==> src/rtl/col_readout_arb.sv <==
`timescale 1ns/1ps
`default_nettype none
// ============================================================================
// Module   : col_readout_arb
// Summary  : Freeze-and-scan column token arbiter feeding a small output FIFO.
//            Optional test-pattern source enabled by COL_READOUT_TEST_PATTERN_EN.
// Revision : 1.0  initial release
// ============================================================================
module col_readout_arb #(
    parameter int N_COLS     = 56,
    parameter int DATA_W     = 21,
    parameter int BCID_W     = 6,
    parameter int FIFO_DEPTH = 8,
    localparam int ADDR_W    = $clog2(N_COLS)
) (
    input  logic                       ClkBx,
    input  logic                       ResetB,
    input  logic [N_COLS-1:0]          Enable,
    input  logic [N_COLS-1:0]          TokColB,
    input  logic [N_COLS*DATA_W-1:0]   DataCol,
    output logic [N_COLS-1:0]          ReadCol,
    output logic [N_COLS-1:0]          FreezeCol,
    output logic [BCID_W-1:0]          BcidOut,
    output logic [ADDR_W+DATA_W-1:0]   DataOut,
    output logic                       DataValid,
    input  logic                       DataReady,
    output logic                       TokenOut,
`ifdef COL_READOUT_TEST_PATTERN_EN
    input  logic                       EnTestPattern,
`endif
    output logic                       Overflow
);

    localparam int                  c_word_w = ADDR_W + DATA_W;
    localparam int                  c_ptr_w  = (FIFO_DEPTH > 1) ? $clog2(FIFO_DEPTH) : 1;
    localparam logic [c_ptr_w:0]    c_depth  = (c_ptr_w+1)'(FIFO_DEPTH);
    localparam logic [N_COLS-1:0]   c_one    = {{(N_COLS-1){1'b0}}, 1'b1};

    typedef enum logic [2:0] {
        S_IDLE   = 3'd0,
        S_FREEZE = 3'd1,
        S_SCAN   = 3'd2,
        S_READ   = 3'd3,
        S_SETTLE = 3'd4
    } state_t;

    state_t                 r_state;
    logic [N_COLS-1:0]      r_read;
    logic [N_COLS-1:0]      r_freeze;
    logic [ADDR_W-1:0]      r_sel;
    logic [BCID_W-1:0]      r_bcid;

    logic [c_word_w-1:0]    r_mem [FIFO_DEPTH];
    logic [c_ptr_w-1:0]     r_wr_ptr;
    logic [c_ptr_w-1:0]     r_rd_ptr;
    logic [c_ptr_w:0]       r_count;

    logic [N_COLS-1:0]      w_pend;
    logic                   w_any_pend;
    logic [ADDR_W-1:0]      w_sel;
    logic [DATA_W-1:0]      w_sel_data;
    logic                   w_full;
    logic                   w_pop;
    logic                   w_push;
    logic                   w_tp_en;
    logic [c_word_w-1:0]    w_push_word;

    assign w_pend     = ~TokColB & Enable;
    assign w_any_pend = |w_pend;
    assign w_full     = (r_count == c_depth);
    assign DataValid  = (r_count != '0);
    assign w_pop      = DataValid & DataReady;

    // Lowest-index pending column wins the scan decision.
    always_comb begin
        w_sel = '0;
        for (int i = N_COLS - 1; i >= 0; i--) begin
            if (w_pend[i]) begin
                w_sel = ADDR_W'(i);
            end
        end
    end

    always_comb begin
        w_sel_data = '0;
        for (int i = 0; i < N_COLS; i++) begin
            if (r_sel == ADDR_W'(i)) begin
                w_sel_data = DataCol[i*DATA_W +: DATA_W];
            end
        end
    end

`ifdef COL_READOUT_TEST_PATTERN_EN
    logic [DATA_W-1:0]      r_tp_cnt;
    logic                   r_ovf;

    assign w_tp_en     = EnTestPattern;
    assign w_push_word = w_tp_en ? {{ADDR_W{1'b1}}, r_tp_cnt} : {r_sel, w_sel_data};
    assign Overflow    = r_ovf;

    always_ff @(posedge ClkBx or negedge ResetB) begin
        if (!ResetB) begin
            r_tp_cnt <= '0;
            r_ovf    <= 1'b0;
        end else if (w_tp_en) begin
            if (w_full) begin
                r_ovf <= 1'b1;
            end else begin
                r_tp_cnt <= r_tp_cnt + 1'b1;
            end
        end
    end
`else
    assign w_tp_en     = 1'b0;
    assign w_push_word = {r_sel, w_sel_data};
    assign Overflow    = 1'b0;
`endif

    // Column words land on the edge closing READ; test words whenever room exists.
    assign w_push = !w_full && (w_tp_en || (r_state == S_READ));

    always_ff @(posedge ClkBx or negedge ResetB) begin
        if (!ResetB) begin
            r_state  <= S_IDLE;
            r_read   <= '0;
            r_freeze <= '0;
            r_sel    <= '0;
        end else if (w_tp_en) begin
            r_state  <= S_IDLE;
            r_read   <= '0;
            r_freeze <= '0;
        end else begin
            r_read <= '0;
            case (r_state)
                S_IDLE: begin
                    if (w_any_pend) begin
                        r_state  <= S_FREEZE;
                        r_freeze <= Enable;
                    end
                end
                S_FREEZE: begin
                    r_state  <= S_SCAN;
                    r_freeze <= Enable;
                end
                S_SCAN: begin
                    if (!w_any_pend) begin
                        r_state  <= S_IDLE;
                        r_freeze <= '0;
                    end else begin
                        r_freeze <= Enable;
                        if (!w_full) begin
                            r_state <= S_READ;
                            r_sel   <= w_sel;
                            r_read  <= c_one << w_sel;
                        end
                    end
                end
                S_READ: begin
                    r_state  <= S_SETTLE;
                    r_freeze <= Enable;
                end
                S_SETTLE: begin
                    r_state  <= S_SCAN;
                    r_freeze <= Enable;
                end
                default: begin
                    r_state  <= S_IDLE;
                    r_freeze <= '0;
                end
            endcase
        end
    end

    always_ff @(posedge ClkBx or negedge ResetB) begin
        if (!ResetB) begin
            r_bcid <= '0;
        end else begin
            r_bcid <= r_bcid + 1'b1;
        end
    end

    always_ff @(posedge ClkBx or negedge ResetB) begin
        if (!ResetB) begin
            r_wr_ptr <= '0;
            r_rd_ptr <= '0;
            r_count  <= '0;
        end else begin
            if (w_push) begin
                r_wr_ptr <= r_wr_ptr + 1'b1;
            end
            if (w_pop) begin
                r_rd_ptr <= r_rd_ptr + 1'b1;
            end
            case ({w_push, w_pop})
                2'b10:   r_count <= r_count + 1'b1;
                2'b01:   r_count <= r_count - 1'b1;
                default: r_count <= r_count;
            endcase
        end
    end

    always_ff @(posedge ClkBx) begin
        if (w_push) begin
            r_mem[r_wr_ptr] <= w_push_word;
        end
    end

    assign ReadCol   = r_read;
    assign FreezeCol = r_freeze;
    assign BcidOut   = r_bcid;
    assign DataOut   = DataValid ? r_mem[r_rd_ptr] : '0;
    assign TokenOut  = ResetB & (w_any_pend | DataValid);

    a_read_onehot: assert property (@(posedge ClkBx) disable iff (!ResetB) $onehot0(ReadCol));
    a_count_bound: assert property (@(posedge ClkBx) disable iff (!ResetB) r_count <= c_depth);

endmodule

`default_nettype wire

==> config.mk <==
export PLATFORM = sky130hd
export DESIGN_NAME = col_readout_arb
export DESIGN_NICKNAME = d
export VERILOG_FILES = /design/src/rtl/col_readout_arb.sv
export SDC_FILE = /design/constraint.sdc
export NUM_CORES = 1
export LEC_CHECK = 0
export CAP_MARGIN = 10
export CORE_AREA = 4 4 562 564
export CTS_CLUSTER_SIZE = 8
export DETAILED_ROUTE_END_ITERATION = 6
export DIE_AREA = 0 0 566 568
export DONT_BUFFER_PORTS = 1
export GPL_ROUTABILITY_DRIVEN = 0
export GPL_TIMING_DRIVEN = 1
export SYNTH_ARGS = -nofsm -noshare
export SYNTH_HDL_FRONTEND = slang
export SYNTH_SLANG_ARGS = --single-unit
export TNS_END_PERCENT = 100
==> constraint.sdc <==
create_clock -name ClkBx -period 7.1 [get_ports ClkBx]
set_input_delay 1.42 -clock ClkBx [delete_from_list [all_inputs] [get_ports ClkBx]]
set_output_delay 1.42 -clock ClkBx [all_outputs]
set_load 0.02 [all_outputs]
==> summary.md, run 1 <==
| Metric | Value |
|---|---|
| Outcome | complete, no violations |
| Slew @ Worst Pin | around 1.5 ns |
| Syn avg cell area | ~9.5 um^2 |
| Slowest stage cell, crit path | nor2_1 |
| Mapped Cells | approximately 2700 |
| Die H | about 570 um |
| TritonCTS Buffers | about 50 |
| WP data required | between 7 and 8 ns |
| Cell Pwr Density | 476.5 nW/um^2 |
| Initial DRC count | 3803 |
| FF-to-FF End | r_mem[5][7]$_DFFE_PP_ |
| Top-count cell post-synth | nor2_1 |
| CP Buf/Inv Count | 3 |
| Std-Cell Rows | 205 |
| Routed vias | between 20000 and 30000 |
| Class of the most critical setup path | flop to flop |
| Final nets | 3977 |
| IO Pins | 1439 |
| Maxcap violations | 0 |
| List of most frequent post-synthesis cells | 273 x nor2_1, 241 x a21oi_1, 216 x edfxtp_1 |
| CP Capture Type | flop |
| Largest net degree at the start of global routing | roughly 140 |
| Leakage | 0.009998 uW |
| Final cell count without fillers | between 6000 and 7000 |
| Worst R2R Path Depth | 11 |
| Area growth syn-to-layout | 29.64% |
| H-tree depth | 2 |
| Setup TNS | 0 ns |
| Core region area | just over 300000 um^2 |
| Post-DP HPWL | 311300 um |
| Register area share after synthesis | 38.58% |
| Routed vias/inst | about 4.2 |
| Tmin final | 6.270 ns |
| Filler cell count | about 36000 |
| Crit path from | r_sel[5]$_DFFE_PN0P_ |
| R2r startpoint | r_sel[5]$_DFFE_PN0P_ |
| Hold WS | around 0.47 ns |
| Hold Buf Count CTS | 0 |
| Synth top area cells | edfxtp_1 25%, dfrtp_1 13%, mux4_2 7.6%, mux2i_1 4.8%, a21oi_1 4.7% |
| Worst path max stage delay | about 0.84 ns |
| Post-synth EDFFs | between 200 and 250 |
| Total Wirelength | around 360000 um |
| Startpoint class of the critical path | flop |
| Pre-antenna DRT Iters | 6 |
| Number of global-route vias before repair | 26940 |
| Unrepaired setup endpoints after global routing | no |
| R2r setup slk | 0.83 ns |
| Max Clock Freq | about 160 MHz |
| Proportion of layout cells with a drive suffix above 1 | between 10% and 20% |
| Hold Crit Class | input pin to async pin |
| Highest fanout seen on the critical path | 35 |
| Final setup fails | 0 |
| Synth Flop Type | edfxtp_1 |
| Clk buf depth | 3 |
| Reg area | about 10000 um^2 |
| Global-route wire length before repair | ~420000 um |
| Placed cells | approximately 6800 |
| Root Driver | clkbuf_16 |
| Fin worst setup slack | 0.8298 ns |
| CP Data Arrival Time | 6.60 ns |
| CP Cell Sequence | buf_4 > nand4bb_4 > buf_4 > nor2_1 > buf_4 > a2111oi_0 > o21ai_1 > nor2_1 > nor4_1 > a21oi_1 > o31ai_1 |
| Clock sinks | roughly 350 |
| Average wire per standard cell | around 51 um |
| Yosys top cell area share | between 20% and 30% |
| Net count of the mapped netlist | roughly 4000 |
| Ys Warns | 0 |
| Clk_lat worst skew | 0.65 ns |
| Synth cell types | 87 |
| Most frequent CP cell | buf_4 |
| Gr usage total | a little over a fifth |
| Die area | about 320000 um^2 |
| CTS tree | yes |
| Post-synth top area cell | edfxtp_1 |
| Final worst path period share | between 80% and 90% |
| Skew final | between 0.02 and 0.025 ns |
| PortBufs | 0 |
| Area of the multi-input gates | approximately 15000 um^2 |
| GRT overflow | 0 |
| CTS clock-pin slew for the worst setup and hold paths | ~0.05 ns |
| Maximum VDD drop | about 210 uV |
| Pins Over Slew Limit | 0 |
| CP top delay family | simple AND/OR/NAND/NOR gates |
| Postcts setup bufs | 0 |
| Die width | 566 um |
| Synth async-reset ratio | between 30% and 40% |
| Starting density of the core | about 8.3% |
| Tot Pwr | approximately 16000 uW |
| Final Hold Vio Count | 0 |
| CTS resizes | 0 |
| Dpl ws | 0.7036 ns |
| Drt drc | 0 |
| Flops & latches, synth | about 350 |
| Initial antenna violation count | 395 |
| Post-DRT Antenna Nets | 0 |
| Synthesized area | around 26000 um^2 |
| Slew margin rel. | about 2.5% |
[cells in the final DEF, fill, tap and decap left out, types with 9 or more instances in the layout]
master     synthesis  final
nor2_1           273    258
a21oi_1          241    240
edfxtp_1         216    216
o21ai_0          210    207
nand2_1          179    178
diode_2            0    161
buf_4              7    145
dfrtp_1          137    129
mux2i_1          122    121
o22ai_1          105    101
mux4_2            87     87
a22o_1            70     70
nor2b_1           71     68
a22oi_1           66     66
clkbuf_16          0     51
nand3_1           47     47
mux2_2            47     47
o211ai_1          43     43
a221oi_1          37     37
nor3_1            42     36
a211oi_1          40     36
nand2b_1          35     33
a31oi_1           27     26
o221ai_1          23     23
nor2_2             4     18
nor4_1            22     18
nand4_1           17     17
inv_1             18     17
a222oi_1          16     16
o2111ai_1         16     15
o31ai_1           15     15
a2111oi_0         17     14
o21ai_1           12     14
and3_1            14     14
o22a_1            13     13
a21o_1            12     12
a32oi_1           12     12
or3_1             10     10
a221o_1            9      9
[cells by family (layout without fill, tap and decap cells)]
| kind of cell | Yosys count | in the layout | share of synthesized area (%) |
|---|---|---|---|
| AO/OA/AOI/OAI | 1042 | 1042 | 26.75 |
| AND/OR/NAND/NOR | 777 | 777 | 14.92 |
| flip-flops | 353 | 353 | 38.58 |
| multiplexers | 256 | 256 | 14.44 |
| buffers and inverters | 255 | 240 | 4.523 |
| XOR/XNOR | 12 | 12 | 0.4090 |
| adder cells (fa/ha/maj) | 7 | 7 | 0.3700 |
| other | 1 | 162 | 0.01459 |
[area by class of cell]
| class | count | area share, % |
|---|---|---|
| inverters | 19 | 0.2366 |
| clock buffers | 57 | 3.958 |
| multi-input cells | 2095 | 44.99 |
| flip-flops and latches | 353 | 29.81 |
| well taps | 4140 | 15.55 |
| clock inverters | 5 | 0.3830 |
| repair buffers | 159 | 3.864 |
| diodes | 161 | 1.209 |
[power by group]
part | switching, uW | internal, uW
Combinational | 7590 | 2450
Sequential | 458 | 3090
Clock | 954 | 1340
[sequential cells by signal, summed over array words and instances, names as in the netlist]
register   cells
FreezeCol     56
r_mem        216
r_sel          6
BcidOut        6
r_rd_ptr       3
r_wr_ptr       3
ReadCol       56
r_state        3
r_count        4
[layer usage]
layer  track usage, %  vias up  wire, um
met3            10.13      960     42510
met1            21.40    14520    119900
met5          0.01487        -      1391
li1                 -    10830         -
met4            6.517      208     14680
met2            38.46     2869    180000
[through the flow]
stage	cell area [um^2]	utilization, %
after floorplan	25700	-
after CTS	32910	10.59
after detailed placement	31460	10.12
after global routing	33080	10.64
after global placement	31370	10.09
final	33320	10.72
[how the worst max path moves through the flow]
stage,to,slack [ns],cells past startpoint
6_report,r_mem[5][7]$_DFFE_PP_,0.83,11
5_1_grt,r_mem[7][7]$_DFFE_PP_,0.61,11
4_1_cts,r_mem[7][7]$_DFFE_PP_,0.66,11
3_5_place_dp,r_mem[7][7]$_DFFE_PP_,0.70,11
3_3_place_gp,r_mem[0][20]$_DFFE_PP_,0.74,9
2_1_floorplan,TokenOut,2.55,7
[worst register-to-register path, delay by kind of cell, from the launching register on]
family,cells,cell delay (ns)
simple gates,4,2.48
compound gates,4,1.95
flops,1,0.46
buf+inv,3,1.06
No activity file was read; power rests on OpenSTA's default activity.
==> run 2: changes to the inputs <==
Settings changed: CORE_AREA 4 4 562 564 to 4 4 565 567, DIE_AREA 0 0 566 568 to 0 0 569 571, DONT_BUFFER_PORTS 1 to not set.
==> run 2 against run 1 <==
Count of clock-buffer cells in the layout rose by 10. First-iteration DRC count decreased by 1.8%. Fmax up 1.6%. Sequential share of layout area down 9.1 points. Highest routed layer unchanged. Largest cell class is now non-clock buffers. Final cell count is 21% higher. Worst setup slack improved by 0.098 ns. Die area grew 1.1%. Core utilization grew 4.6 points. Wire length down 0.99%.
==> summary.md, run 2 (same netlist as run 1, synthesis figures left out) <==
| Metric | Value |
|---|---|
| Outcome | complete, no violations (unchanged) |
| Max FFs per register | 216 (unchanged) |
| CP top delay family | simple AND/OR/NAND/NOR gates (unchanged) |
| Drt drc | 0 (unchanged) |
| Die width | 569 um (was 566 um) |
| IO Pins | 1439 (unchanged) |
| Final nets | 5468 (was 3977) |
| WP data required | 5.68 ns (was 7.43 ns) |
| P_sw | 9589 uW (was 9002 uW) |
| Postcts setup bufs | 0 (unchanged) |
| Max Clock Freq | 162.0 MHz (was 159.5 MHz) |
| Maxcap violations | 0 (unchanged) |
| Power share of the clock group | 13.6% (was 14.4%) |
| Pre-antenna DRT Iters | 7 (was 6) |
| Hold wc startpoint | BcidOut[5]$_DFF_PN0_ |
| Global-route wire length before repair | 424500 um (was 419900 um) |
| Final cell count without fillers | 8455 (was 6989) |
| FF-to-FF End | r_mem[2][4]$_DFFE_PP_ (was r_mem[5][7]$_DFFE_PP_) |
| Clk_lat worst skew | 0.65 ns (about the same) |
| PortBufs | 1437 (was 0) |
| Skew final | 0.06575 ns (was 0.02346 ns) |
| Root Driver | clkbuf_16 (unchanged) |
| Routed vias/inst | 4.017 (was 4.205) |
| Gr usage total | 20.76% (was 21.22%) |
| H-tree depth | 2 (unchanged) |
| Hold Buf Count CTS | 0 (unchanged) |
| Startpoint class of the critical path | input pin (was flop) |
| P_int | 8104 uW (was 6874 uW) |
| Worst R2R Path Depth | 10 (was 11) |
| GRT overflow | 0 (unchanged) |
| Setup TNS | 0 ns (unchanged) |
| CTS tree | yes (unchanged) |
| Routed vias | 33960 (was 29390) |
| R2r setup slk | 0.95 ns (was 0.83 ns) |
| TritonCTS Buffers | 52 (was 51) |
| Hold EP | BcidOut[5]$_DFF_PN0_ |
| CP Buf/Inv Count | 2 (was 3) |
| Total Wirelength | 354900 um (was 358500 um) |
| Hold Crit Class | flop to flop (was input pin to async pin) |
| Largest Register | r_mem (unchanged) |
| CP Cell Sequence | clkdlybuf4s50_1 > nor2b_1 > nor4_1 > and4_1 > or3b_1 > or2_1 > o21a_1 > clkdlybuf4s50_1 (was buf_4 > nand4bb_4 > buf_4 > nor2_1 > buf_4 > a2111oi_0 > o21ai_1 > nor2_1 > nor4_1 > a21oi_1 > o31ai_1) |
| Pins Over Slew Limit | 0 (unchanged) |
| Slowest stage cell, crit path | clkdlybuf4s50_1 (was nor2_1) |
| Largest net degree at the start of global routing | 82 (was 139) |
| Part of the power in registers | 19.7% (was 22.3%) |
| Commonest non-fill, non-tap cells in the layout | 1436 x clkdlybuf4s50_1, 257 x nor2_1, 240 x a21oi_1 (was 258 x nor2_1, 240 x a21oi_1, 216 x edfxtp_1) |
| Unrepaired setup endpoints after global routing | no (unchanged) |
| Proportion of layout cells with a drive suffix above 1 | 11.79% (was 16.33%) |
| Std-Cell Rows | 206 (was 205) |
| Leakage | 0.01587 uW (was 0.009998 uW) |
| Tmin final | 6.172 ns (was 6.270 ns) |
| CP Data Arrival Time | 4.75 ns (was 6.60 ns) |
| Hold depth | 1 |
| Placed cells | 8276 (was 6765) |
| Starting density of the core | 8.180% (was 8.267%) |
| Class of the most critical setup path | input pin to primary output (was flop to flop) |
| Cell Pwr Density | 368.3 nW/um^2 (was 476.5 nW/um^2) |
| Most frequent CP cell | clkdlybuf4s50_1 (was buf_4) |
| Slew margin rel. | 11.86% (was 2.464%) |
| Core region area | 314200 um^2 (was 310900 um^2) |
| Gate power share | 66.7% (was 63.2%) |
| Worst path max stage delay | 0.59 ns (was 0.84 ns) |
| Highest fanout seen on the critical path | 6 (was 35) |
| Post-DRT Antenna Nets | 0 (unchanged) |
| Sw frac | 54.20% (was 56.70%) |
| Final worst path period share | 86.93% (was 88.31%) |
| Number of global-route vias before repair | 33200 (was 26940) |
| Area growth syn-to-layout | 86.95% (was 29.64%) |
| Commonest non-fill, non-tap cell in the layout | clkdlybuf4s50_1 (was nor2_1) |
| Initial antenna violation count | 247 (was 395) |
| Final Hold Vio Count | 0 (unchanged) |
| Post-DP HPWL | 307900 um (was 311300 um) |
| Slew @ Worst Pin | 1.322 ns (was 1.463 ns) |
| CTS resizes | 0 (unchanged) |
| CTS clock-pin slew for the worst setup and hold paths | 0.05 ns (about the same) |
| Die H | 571 um (was 568 um) |
| Initial DRC count | 3733 (was 3803) |
| Average wire per standard cell | 41.98 um (was 51.29 um) |
| Maximum VDD drop | 192.1 uV (was 210.0 uV) |
| CP Capture Type | primary output (was flop) |
| Final setup fails | 0 (unchanged) |
| Clock sinks | 353 (unchanged) |
| R2r startpoint | r_sel[1]$_DFFE_PN0P_ (was r_sel[5]$_DFFE_PN0P_) |
| Clk buf depth | 3 (unchanged) |
| Die area | 324900 um^2 (was 321500 um^2) |
run 2: cell count changes in the layout (fill, tap and decap cells not counted), moves of 6 or more:
cell and change:
buf_4 +59, diode_2 -56, clkdlybuf4s50_1 +1436, clkbuf_1 +10
o21ai_0 -7, o21ai_1 +6
run 2: final cells by class:
type | instances | area [um^2]
well taps | 4160 | 5205
multi-input cells | 2095 | 14980
inverters | 19 | 78.83
clock inverters | 7 | 153.9
flip-flops and latches | 353 | 9932
fillers | 35510 | 266100
clock buffers | 67 | 1368
repair buffers | 1649 | 16070
diodes | 105 | 262.8
run 2: per-stage QoR:
step                      area [um^2]  worst slack (ns)  power, uW  hold WS, ns  util (%)
after floorplan                 25700             2.550       7923       0.4833         -
after CTS                       47780            0.5247      18080       0.4888     15.21
after detailed placement        46260            0.5843      15620       0.4776     14.72
final                           48050            0.9280      17690       0.4889     15.29
after global routing            47960            0.5821      18410       0.5080     15.26
after global placement          46220            0.5224      15570       0.4672     14.71
run 2: layer usage:
metal / track usage, % / wire length [um] / up-vias
met3: 7.358 / 33330 / 643
met2: 36.59 / 175000 / 2470
met4: 8.755 / 17390 / 120
li1: - / - / 13770
met5: 0.04409 / 817 / -
met1: 22.45 / 128400 / 16960
run 2: power by group through the flow:
stage	registers (uW)	clock network, uW	logic (uW)
floorplan	3360	0	4560
global placement	3530	0	12000
detailed placement	3530	0	12100
CTS	3500	2460	12100
global route	3530	2540	12300
finish	3490	2400	11800
run 2: worst max path at each step:
stage	startpoint	end	slack (ns)	depth (start not counted)
finish	Enable[30]	TokenOut	0.93	8
detailed placement	r_sel[1]$_DFFE_PN0P_	r_mem[0][4]$_DFFE_PP_	0.58	10
global placement	r_sel[1]$_DFFE_PN0P_	r_mem[5][11]$_DFFE_PP_	0.52	9
CTS	r_sel[1]$_DFFE_PN0P_	r_mem[2][4]$_DFFE_PP_	0.52	10
global route	r_sel[1]$_DFFE_PN0P_	r_mem[2][4]$_DFFE_PP_	0.58	10
floorplan	Enable[26]	TokenOut	2.55	7
run 2: worst reg2reg max path: cells and delay by family (launching register included):
| kind | cells | cell delay (ns) |
|---|---|---|
| and+or+nand+nor | 1 | 0.35 |
| DFF | 1 | 0.72 |
| AOI/OAI and AO/OA | 6 | 3.19 |
| buffers and inverters | 3 | 1.59 |
